===== config.mk =====
export PLATFORM = sky130hd
export DESIGN_NAME = aes_round_ctrl
export DESIGN_NICKNAME = d
export VERILOG_FILES = /design/src/rtl/aes_round_ctrl.sv
export SDC_FILE = /design/constraint.sdc
export NUM_CORES = 1
export LEC_CHECK = 0
export CAP_MARGIN = 10
export CORE_UTILIZATION = 35
export DETAILED_ROUTE_END_ITERATION = 7
export PLACE_DENSITY = 0.62
export SLEW_MARGIN = 20
export SYNTH_ARGS = -nofsm -noshare
export SYNTH_HDL_FRONTEND = slang
export SYNTH_SLANG_ARGS = --single-unit
export TNS_END_PERCENT = 5

===== constraint.sdc =====
create_clock -name clk -period 1.8 [get_ports clk]
set_input_delay 0.36 -clock clk [delete_from_list [all_inputs] [get_ports clk]]
set_output_delay 0.36 -clock clk [all_outputs]
set_load 0.02 [all_outputs]

===== src/rtl/aes_round_ctrl.sv =====
// Round sequencer for the iterative AES-128 encryption datapath: one key-whitening
// load, ten round/key commits with their round constants, then a one-cycle done.
module aes_round_ctrl #(
  parameter int ROUND_CYCLES = 1
) (
  input  logic       clk,
  input  logic       reset,
  input  logic       start,
  input  logic       stall,
  output logic       ld_state,
  output logic       rnd_en,
  output logic       key_en,
  output logic       last_round,
  output logic [7:0] rcon,
  output logic [3:0] round,
  output logic       busy,
  output logic       done
);

  typedef enum logic [1:0] {
    IDLE  = 2'd0,
    LOAD  = 2'd1,
    ROUND = 2'd2,
    DONE  = 2'd3
  } state_t;

  localparam logic [3:0] LAST_CYC   = 4'(ROUND_CYCLES - 1);
  localparam logic [3:0] FINAL_RND  = 4'd10;

  state_t     state_q, state_d;
  logic [3:0] round_q, round_d;
  logic [3:0] cyc_q,   cyc_d;
  logic [7:0] rcon_q,  rcon_d;
  logic       commit;

  function automatic logic [7:0] xtime(input logic [7:0] r);
    return r[7] ? ({r[6:0], 1'b0} ^ 8'h1B) : {r[6:0], 1'b0};
  endfunction

  // NOTE: sequential state uses non-blocking assignments so every register
  // samples the pre-edge values of the others, independent of statement order.
  always_ff @(posedge clk) begin
    if (reset) begin
      state_q <= IDLE;
      round_q <= 4'd0;
      cyc_q   <= 4'd0;
      rcon_q  <= 8'h00;
    end else begin
      state_q <= state_d;
      round_q <= round_d;
      cyc_q   <= cyc_d;
      rcon_q  <= rcon_d;
    end
  end

  // The commit waits out any stall; round, cyc and rcon simply hold meanwhile.
  assign commit = (state_q == ROUND) && (cyc_q == LAST_CYC) && !stall;

  always_comb begin
    // NOTE: every variable gets a default first so no path leaves it unassigned,
    // which would otherwise infer a latch.
    state_d = state_q;
    round_d = round_q;
    cyc_d   = cyc_q;
    rcon_d  = rcon_q;

    unique case (state_q)
      IDLE: if (start) state_d = LOAD;
      LOAD: begin
        state_d = ROUND;
        round_d = 4'd1;
        cyc_d   = 4'd0;
        rcon_d  = 8'h01;
      end
      ROUND: begin
        if (commit) begin
          cyc_d = 4'd0;
          if (round_q == FINAL_RND) begin
            state_d = DONE;
            round_d = 4'd0;
            rcon_d  = 8'h00;
          end else begin
            round_d = round_q + 4'd1;
            rcon_d  = xtime(rcon_q);
          end
        end else if (!stall) begin
          cyc_d = cyc_q + 4'd1;
        end
      end
      DONE: state_d = IDLE;
      default: state_d = IDLE;
    endcase
  end

  // round and rcon registers are held at zero outside ROUND, so they drive directly.
  always_comb begin
    ld_state   = (state_q == LOAD);
    rnd_en     = commit;
    key_en     = commit;
    last_round = (state_q == ROUND) && (round_q == FINAL_RND);
    rcon       = rcon_q;
    round      = round_q;
    busy       = (state_q == LOAD) || (state_q == ROUND);
    done       = (state_q == DONE);
  end

endmodule


## Yosys cells after proc, flatten, opt, wreduce, memory -nomap -nowiden

Index checks and enable logic that the tools add are counted.

| storage, ports and cells | value |
|---|---|
| bits in registers | 18 |
| bits of input ports | 4 |
| output and inout bits | 18 |
| word-level logic and storage cells | 40 |

| cells by class | value |
|---|---|
| add/sub/neg operators | 2 |
| equality and inequality tests | 8 |
| muxes and demuxes | 14 |
| bitwise operators | 1 |
| reductions and logical operators | 11 |

Operators with widths:

| cell | count |
|---|---|
| 2-to-1 mux 4 bit | 4 |
| 2-to-1 mux 8 bit | 2 |
| case mux 4 bit (2 select lines) | 2 |
| case mux 8 bit (2 select lines) | 1 |
| adder 4 x 1 -> 4 bit, second input constant | 2 |
| case mux 2 bit (4 select lines) | 1 |
| 2-to-1 mux 2 bit | 3 |
| inequality test 2 bit, second input constant | 3 |
| 2-to-1 mux 5 bit | 1 |
| == test 2 bit, second input constant | 2 |
| == test 4 bit, second input constant | 1 |
| logical NOT 4 bit | 1 |
| NOT 4 bit | 1 |
| AND reduction 2 bit | 2 |
| logical AND 1 bit | 3 |
| inequality test 3 bit, second input constant | 1 |
| AND reduction 3 bit | 1 |
| == test 2 x 1 -> 1 bit, second input constant | 1 |
| logical NOT 2 bit | 1 |
| nonzero test 2 bit | 1 |
| logical NOT 1 bit | 1 |
| logical OR 1 bit | 1 |

## Longest topological paths before layout

| logic depth | value |
|---|---|
| word-level depth | 5 |
| depth in mapped cells | 7 |
| mapped depth without buffers | 5 |

## Least setup slack after synthesis

No wires, ideal clock.

| path | value |
|---|---|
| path type | reg-to-output |
| from | reg cyc_q[0] |
| to | out rnd_en |
| data arrival time | 1.402 ns |
| data required time | 1.440 ns |
| setup slack | 0.038 ns |
| stages on the path, launching flop included | 7 |
| path buffers | 2 |
| cells stage by stage | dfxtp_1 inv_1 ha_1 or3b_1 buf_2 nor2_4 buf_4 |

| between the ends | value |
|---|---|
| word-level cells in the longest chain between the ends | 3 |

Ends and longest elaborated chain:

| element | RTL line | text |
|---|---|---|
| start, declared | 32 | `logic [3:0] cyc_q, cyc_d;` |
| start signal, assigned | 51 | `cyc_q <= cyc_d;` |
| logical NOT 4 bit | 57 | `assign commit = (state_q == ROUND) && (cyc_q == LAST_CYC) && !stall;` |
| logical AND 1 bit (2 in series) | 57 |  |
| end, declared | 11 | `output logic rnd_en,` |

Every way passes these cells.

## Final worst setup path

| path | value |
|---|---|
| from | reg cyc_q[1] |
| to | out key_en |

| between the ends | value |
|---|---|
| word-level cells in the longest chain between the ends | 3 |

Ends and longest elaborated chain:

| element | RTL line | text |
|---|---|---|
| logical NOT 4 bit | 57 |  |
| logical AND 1 bit (2 in series) | 57 |  |
| end, declared | 12 | `output logic key_en,` |

Every way passes these cells.

==> run_results.csv <==
group,metric,value,unit
clock_tree,cts.clk_slew.worst_paths,0.10,ns
sta,slew_viol_final,0,
setup_path,critPathLaunchType,"flop",
synth,async_reset_ff_share,0,%
setup_path,worstSetupPathType,"reg -> out",
sta,fin_ws,-0.0896,ns
synth,synth_common_cells,"dfxtp_1, inv_1, nand2_1, ha_1, a21oi_1",
synth,yosysSeqAreaShare,34.4,%
floorplan,die_h,56.7,µm
power_and_ir_drop,ir_drop,0.000421,V
run_status,violations,"setup timing",
synth,synth-edff-count,0,
synth,syn-num-nets,126,
placement,detailed_place_hpwl,1.90,mm
clock_tree,h-tree-depth,1,
cells_and_area,antenna_cells,0,
setup_path,arrival,1.53,ns
global_route,grt_pass1_wl,4.16,mm
route,first_pass_iters,4,
cells_and_area,area_growth,39.6,%
sta,worstMarginPinSlew,0.375,ns
synth,yosys_most_used_dff,"dfxtp_1",
run_status,status,"finished with violations",
synth,syn_avg_cell_area,9.18,µm²
global_route,grt_start_max_net_pins,11,
setup_path,critPathMaxFanout,3,
synth,synth_top_area_share,34.4,%
route,drc,0,
route,vias,985,
sta,fin_crit,1.89,ns
route,routed_wl,2.45,mm
job,max-cap-violations,0,
placement,port_buffers,21,
synth,netlist_instances,114,
synth,yosysUniqueCellTypes,39,
cells_and_area,finalNetCount,168,
sta,slew_headroom,74.9,%
route,drt-wirelength-per-cell,13.2,µm
synth,synthMostInstantiatedCell,"dfxtp_1",
route,drtAntennaViolNets,0,
clock_tree,clock_sinks,18,
synth,syn-cell-area,0.00105,mm²
clock_tree,clk_latency,0.29,ns
setup_path,max_stage_delay,0.39,ns
global_route,grt_overflow,0,
clock_tree,cts_setup_buffers,0,
floorplan,rows,19,
sta,fin_worst_skew,0.00767,ns
route,vias_per_cell,5.32,
power_and_ir_drop,powerDensity,993,mW/mm²
hold_path,hold_class,"reg -> reg",
synth,synth_top_cell_by_area,"dfxtp_1",
global_route,antenna_found_initial,0,
clock_tree,tritoncts,"built",
sta,finalSetupViolCount,2,
floorplan,core,0.00281,mm²
sta,rsz0062_at_grt,"yes",
floorplan,dieArea,0.00321,mm²
global_route,grt_pass1_vias,947,
floorplan,io_pins,22,
power_and_ir_drop,p_total,1.45,mW
synth,synth_area_leaders,"dfxtp_1, ha_1, inv_1",
setup_path,required,1.44,ns
clock_tree,cts-root-buf,"clkbuf_4",
clock_tree,ctsHoldBuffers,0,
placement,gp_congestion,0.772,
sta,hold_viol_final,0,
setup_path,path_cells,"inv_2 > ha_4 > or3b_4 > nor2_4 > buf_6",
floorplan,dieWidth,56.7,µm
clock_tree,cts_buffer_depth,2,
sta,max_freq,0.529,GHz
synth,ys_warn_count,0,
cells_and_area,layout-drive-gt1-share,27.9,%
clock_tree,cts_buffers,3,
floorplan,initial_core_util,37.3,%
sta,period_share,105,%
power_and_ir_drop,power.leakage,0.583,nW
global_route,grt_use_total,16.8,%
setup_path,slowest_stage,"or3b_4",
sta,timing.hold.ws,0.500,ns
route,drt_iter0_markers,34,
synth,synth_seq_cells,18,
setup_path,endpoint_kind,"output pin",
[through the flow]
stage          TNS, ns  utilization [%]  area [µm²]  std cells  setup slack [ns]
2_1_floorplan        0                -        1050        114            0.0381
3_3_place_gp    -0.522             50.7        1420        182            -0.262
3_5_place_dp    -0.533             50.7        1420        182            -0.268
4_1_cts         -0.275             51.1        1430        185            -0.138
5_1_grt         -0.301             52.1        1460        185            -0.142
6_report        -0.179             52.1        1460        185           -0.0896
[kinds of logic after synthesis]
kind of cell               after synthesis  share of synthesized area [%]
AOI/OAI and AO/OA                       27                           20.2
xor gates and xnor gates                 4                           3.35
adders and majority gates                8                           9.57
buffers and inverters                   17                           8.01
DFF                                     18                           34.5
muxes                                    1                          0.957
and+or+nand+nor                         39                           23.4
[state kept, by name, summed over array words and instances, names as in the netlist]
name,flops
cyc_q,4
rcon,8
round,4
state_q,2
[layout by cell type, fill, tap and decap left out, types with 2 or more instances in the layout]
cell	n
inv_2	2
nand2b_1	3
nor2b_1	2
a211oi_1	4
nor2_1	2
ha_1	6
nand3_1	5
o32ai_1	4
nand4_1	5
nand3b_1	2
nand2_1	9
a21oi_1	6
buf_4	23
nor3_1	2
clkdlybuf4s50_1	15
clkbuf_4	3
o211ai_1	4
inv_1	8
xor2_1	4
buf_6	2
dfxtp_1	17
[where the power goes]
part	total [mW]	switching, mW	internal, mW
Clock	0.199	0.121	0.0779
Combinational	0.779	0.426	0.353
Sequential	0.472	0.0273	0.445
[worst max-delay path, delay by kind of cell, from the launching register on]
| kind | cells | cell delay [ns] |
|---|---|---|
| adder cells (fa/ha/maj) | 1 | 0.13 |
| flip-flops | 1 | 0.33 |
| AND/OR/NAND/NOR | 2 | 0.57 |
| buffers and inverters | 2 | 0.21 |
[metal layers]
metal / track usage, % / part of all wire, % / vias up
li1: - / - / 496
met1: 22.3 / 47 / 468
met2: 27.2 / 49 / 16
met3: 2.07 / 2.2 / 5
met4: 7.50 / 1.5 / 0
met5: 0 / 0 / -
[repair_timing]
item                                    in CTS  in global routing
gates resized for setup                     15                 13
endpoints found under the setup margin       6                  5
pin swaps                                    0                  2
[cell type report]
cell class,instances,area (µm²)
fill,279,1350
multi-input combinational,79,619
timing repair buffer,44,380
sequential,18,362
tap,31,38.8
inverter,10,37.5
clock buffer,3,22.5
[final timing paths]
| path | end | cells after the start | from | slack, ns |
|---|---|---|---|---|
| setup reg to reg | round[0] | 6 | state_q[0] | 0.22 |
| hold / removal | rcon[6] | 2 | rcon[5] | 0.50 |
| hold reg to reg | rcon[6] | 2 | rcon[5] | 0.50 |
| setup / recovery | key_en | 5 | cyc_q[1] | -0.09 |
No activity file was read; power rests on OpenSTA's default activity.
==> RTL change 1, RTL diff (same flow settings) <==
`ROUND_CYCLES`: 1 -> 0.
--- a/src/rtl/aes_round_ctrl.sv
+++ b/src/rtl/aes_round_ctrl.sv
@@ -3,3 +3,3 @@
 module aes_round_ctrl #(
-  parameter int ROUND_CYCLES = 1
+  parameter int ROUND_CYCLES = 0
 ) (
Formal check against the unedited RTL: not equivalent (Yosys sat finds a counterexample within 4 cycles, from zero or initial values and one cycle with reset high).
==> RTL change 1 against the unedited design <==
  * Die area fell by 7.2%
  * Worst setup slack better by 150 ps
  * Area after synthesis fell by 7.4%
  * Via count decreased by 7.6%
  * Worst hold slack better by 23 ps
  * Count of clock-buffer cells in the layout increased by 1
  * Synthesized cell count shrank 7.0%
  * Design area shrank 4.1%
  * Wire length down 3.3%
  * Power rose by 2.1%
  * Cell count decreased by 2.7%
  * Sequential cell count did not move
  * Non-clock buffer count grew 1
  * Critical endpoint is now round[2]
==> RTL change 1: results (changes against the unedited design) <==
| Metric | Value |
|---|---|
| Status | `finished, final reports clean (was finished with violations)` |
| DR vias | `910 (was 985)` |
| Ys async rst share | `0 (unchanged)` |
| Post-layout util | `0.550 (was 0.521)` |
| HPWL reported at the end of detailed placement | `1810 um (was 1900 um)` |
| Largest net degree at the start of global routing | `17 (was 11)` |
| Overall routed net length | `2370 um (was 2450 um)` |
| Worst Hold Class | `reg -> reg (unchanged)` |
| GRT Total Usage | `0.178 (was 0.168)` |
| Worst hold path startpoint | `cyc_q[3] (was rcon[5])` |
| Critical Path End | `round[2] (was key_en)` |
| Skew-Pair Late Insertion Delay | `290 ps (about the same)` |
| CTS buffer count | `3 (unchanged)` |
| Slowest Stage Delay on Critical Path | `600 ps (was 390 ps)` |
| # diodes | `0 (unchanged)` |
| WHS Endpoint | `cyc_q[3] (was rcon[6])` |
| Critical Path AT | `1380 ps (was 1530 ps)` |
| WL per Instance | `13.1 um (was 13.2 um)` |
| Worst Clk Skew | `4.15 ps (was 7.67 ps)` |
| Synth area leaders | `dfxtp_1 (37%), ha_1 (9.0%), a22oi_1 (5.4%) (was dfxtp_1 (34%), ha_1 (9.6%), inv_1 (3.6%))` |
| Crit-path max FO | `5 (was 3)` |
| Slew @ Worst Pin | `255 ps (was 375 ps)` |
| Syn avg cell area | `9.14 sq um (was 9.18 sq um)` |
| WHS Path Cells | `2 (unchanged)` |
| Top cells by count, synth | `dfxtp_1 (18), nor2_1 (13), a22oi_1 (7), ha_1 (7), inv_1 (5) (was dfxtp_1 (18), inv_1 (10), nand2_1 (9))` |
| Mapped Nets | `117 (was 126)` |
| Share of layout cells above drive strength 1 | `0.320 (was 0.279)` |
| Post-CTS sizing | `16 (was 15)` |
| Vias in the first global route | `856 (was 947)` |
| P_leak | `0.616 nW (was 0.583 nW)` |
| Total placed cells including tap cells | `176 (was 182)` |
| Period utilization | `0.965 (was 1.05)` |
| Synth cell types | `41 (was 39)` |
| Reg2Reg Setup Slack | `130 ps (was 220 ps)` |
| 1st-iter DRT viols | `8 (was 34)` |
| Buffers added on ports | `21 (unchanged)` |
| Post-synthesis sequential area ratio | `0.372 (was 0.344)` |
| Worst R2R Start | `state_q[1] (was state_q[0])` |
| Area after DPL | `1370 sq um (was 1420 sq um)` |
| First-pass GRT wire length | `3780 um (was 4160 um)` |
| Nets | `162 (was 168)` |
| Reg-to-Reg End | `rcon[1] (was round[0])` |
| CP Launch Point | `round[2] (was cyc_q[1])` |
| Top cell family by delay on the critical path | `buffers and inverters (was simple AND/OR/NAND/NOR gates)` |
| # setup viols final | `0 (was 2)` |
| Worst hold slack | `523 ps (was 500 ps)` |
| Max stage delay cell, worst path | `clkdlybuf4s50_1 (was or3b_4)` |
| Clock Pin Slew Worst Setup and Hold Paths | `110 ps` |
| VDD IR-drop max | `0.841 mV (was 0.421 mV)` |
| Final GP Congestion | `0.796 (was 0.772)` |
| Drt pass-1 iters | `4 (unchanged)` |
| R2r worst-path depth | `7 (was 6)` |
| Pre-CTS WS | `-341 ps (was -268 ps)` |
| Clk buf depth | `2 (unchanged)` |
==> RTL change 1: kinds of logic after synthesis <==
group,Yosys count,synth area share
simple gates,41,0.231
flops,18,0.372
buf+inv,11,0.0543
mux,2,0.0207
xor+xnor,3,0.0271
compound gates,24,0.204
fa+ha+maj,7,0.0904
==> RTL change 1: layout make-up <==
class,instances,area (sq um)
fill,245,1140
multi-input combinational,77,576
timing repair buffer,45,367
sequential,18,362
tap,30,37.5
clock buffer,4,36.3
inverter,6,22.5
==> RTL change 1: power breakdown <==
part	leakage [nW]	internal [mW]	switching [mW]
registers	0.146	0.446	0.0338
clock network	0.0210	0.123	0.132
logic	0.449	0.338	0.406
==> RTL change 1: routing by layer <==
| metal | vias to the layer above | wire length, um | track usage |
|---|---|---|---|
| li1 | 464 | - | - |
| met1 | 434 | 1140 | 0.228 |
| met2 | 10 | 1150 | 0.291 |
| met3 | 2 | 51 | 0.0333 |
| met4 | 0 | 19 | 0.0641 |
| met5 | - | 0 | 0 |
==> RTL change 2, RTL diff (same settings) <==
Made on the original files. Encoding of `state_t`: now one-hot (4 bits for 4 states).
--- a/src/rtl/aes_round_ctrl.sv
+++ b/src/rtl/aes_round_ctrl.sv
@@ -19,7 +19,7 @@
 
-  typedef enum logic [1:0] {
-    IDLE  = 2'd0,
-    LOAD  = 2'd1,
-    ROUND = 2'd2,
-    DONE  = 2'd3
+  typedef enum logic [3:0] {
+    IDLE  = 4'b0001,
+    LOAD  = 4'b0010,
+    ROUND = 4'b0100,
+    DONE  = 4'b1000
   } state_t;
Function: no difference found for any inputs over 10 cycles, from zero or initial values and one cycle with reset high; not proved beyond that.
==> RTL change 2 against the unedited design <==
  * The flow still finishes with violations (negative setup slack)
  * Wire length down 4.9%
  * Design area up 1.6%
  * Register-to-register slack worse by 350 ps
  * Global-route usage down 1.3 points
  * Highest routed layer unchanged
  * Area after synthesis down 3.2%
  * Non-clock buffer count up 1
  * Sequential cell count up 2
  * Cell count up 1.6%
  * Worst setup slack worse by 71 ps
Power is not compared: it rests on default switching activity, and its combinational part moved more than twofold at a synthesized area within 25%.
==> RTL change 2: results (changes against the unedited design) <==
| Metric | Value |
|---|---|
| Status | `finished with violations (unchanged)` |
| Failing checks | `negative setup slack (unchanged)` |
| Compound-gate portion of the synthesized area | `0.194 (was 0.202)` |
| Total placed cells including tap cells | `184 (was 182)` |
| # setup viols final | `11 (was 2)` |
| Global routing usage on met1 | `0.191 (was 0.223)` |
| Top cells by count, synth | `dfxtp_1 (20), nand2_1 (12), a21oi_1 (10), nor2_1 (10) (was dfxtp_1 (18), inv_1 (10), nand2_1 (9))` |
| Synth cell types | `34 (was 39)` |
| M3 GR Usage | `0.0349 (was 0.0207)` |
| Crit-path max FO | `2 (was 3)` |
| Area after DPL | `1380 sq um (was 1420 sq um)` |
| R2r worst-path depth | `7 (was 6)` |
| Worst hold slack | `468 ps (was 500 ps)` |
| Share of layout cells above drive strength 1 | `0.331 (was 0.279)` |
| WL met1 | `1110 um (was 1150 um)` |
| DR vias | `970 (was 985)` |
| GRT Total Usage | `0.155 (was 0.168)` |
| Slowest Stage Delay on Critical Path | `500 ps (was 390 ps)` |
| Max stage delay cell, worst path | `or4b_4 (was or3b_4)` |
| 1st-iter DRT viols | `11 (was 34)` |
| Final non-filler cell total | `188 (was 185)` |
| Area share of xor/xnor cells in the synthesized design | `0.0519 (was 0.0335)` |
| Nets | `166 (was 168)` |
| Pre-CTS WS | `-620 ps (was -268 ps)` |
| Final GP Congestion | `0.732 (was 0.772)` |
| Fill count | `264 (was 279)` |
| Syn avg cell area | `8.58 sq um (was 9.18 sq um)` |
| Worst setup margin | `-161 ps (was -89.6 ps)` |
RTL change 2: worst register-to-register path: stages, from the launching register on:
cell and delay [ps]:
dfxtp_2 350, inv_2 50, ha_1 140, or4b_4 500
buf_6 160, o21a_4 210, or3_4 360, a21oi_2 110
RTL change 2: kinds of logic (layout without fill, tap and decap cells):
kind of cell / Yosys count / count (layout)
AO/OA/AOI/OAI: 30 / 30
XOR/XNOR: 6 / 6
adder cells (fa/ha/maj): 4 / 4
buffers and inverters: 16 / 55
flip-flops: 20 / 20
AND/OR/NAND/NOR: 42 / 42
RTL change 2: cell type report:
cell class | count | area [sq um] | area share
Sequential cell | 20 | 403 | 0.272
Tap cell | 31 | 38.8 | 0.0261
Timing Repair Buffer | 45 | 387 | 0.261
Inverter | 6 | 22.5 | 0.0152
Clock inverter | 1 | 30.0 | 0.0202
Clock buffer | 3 | 22.5 | 0.0152
Multi-Input combinational cell | 82 | 581 | 0.391
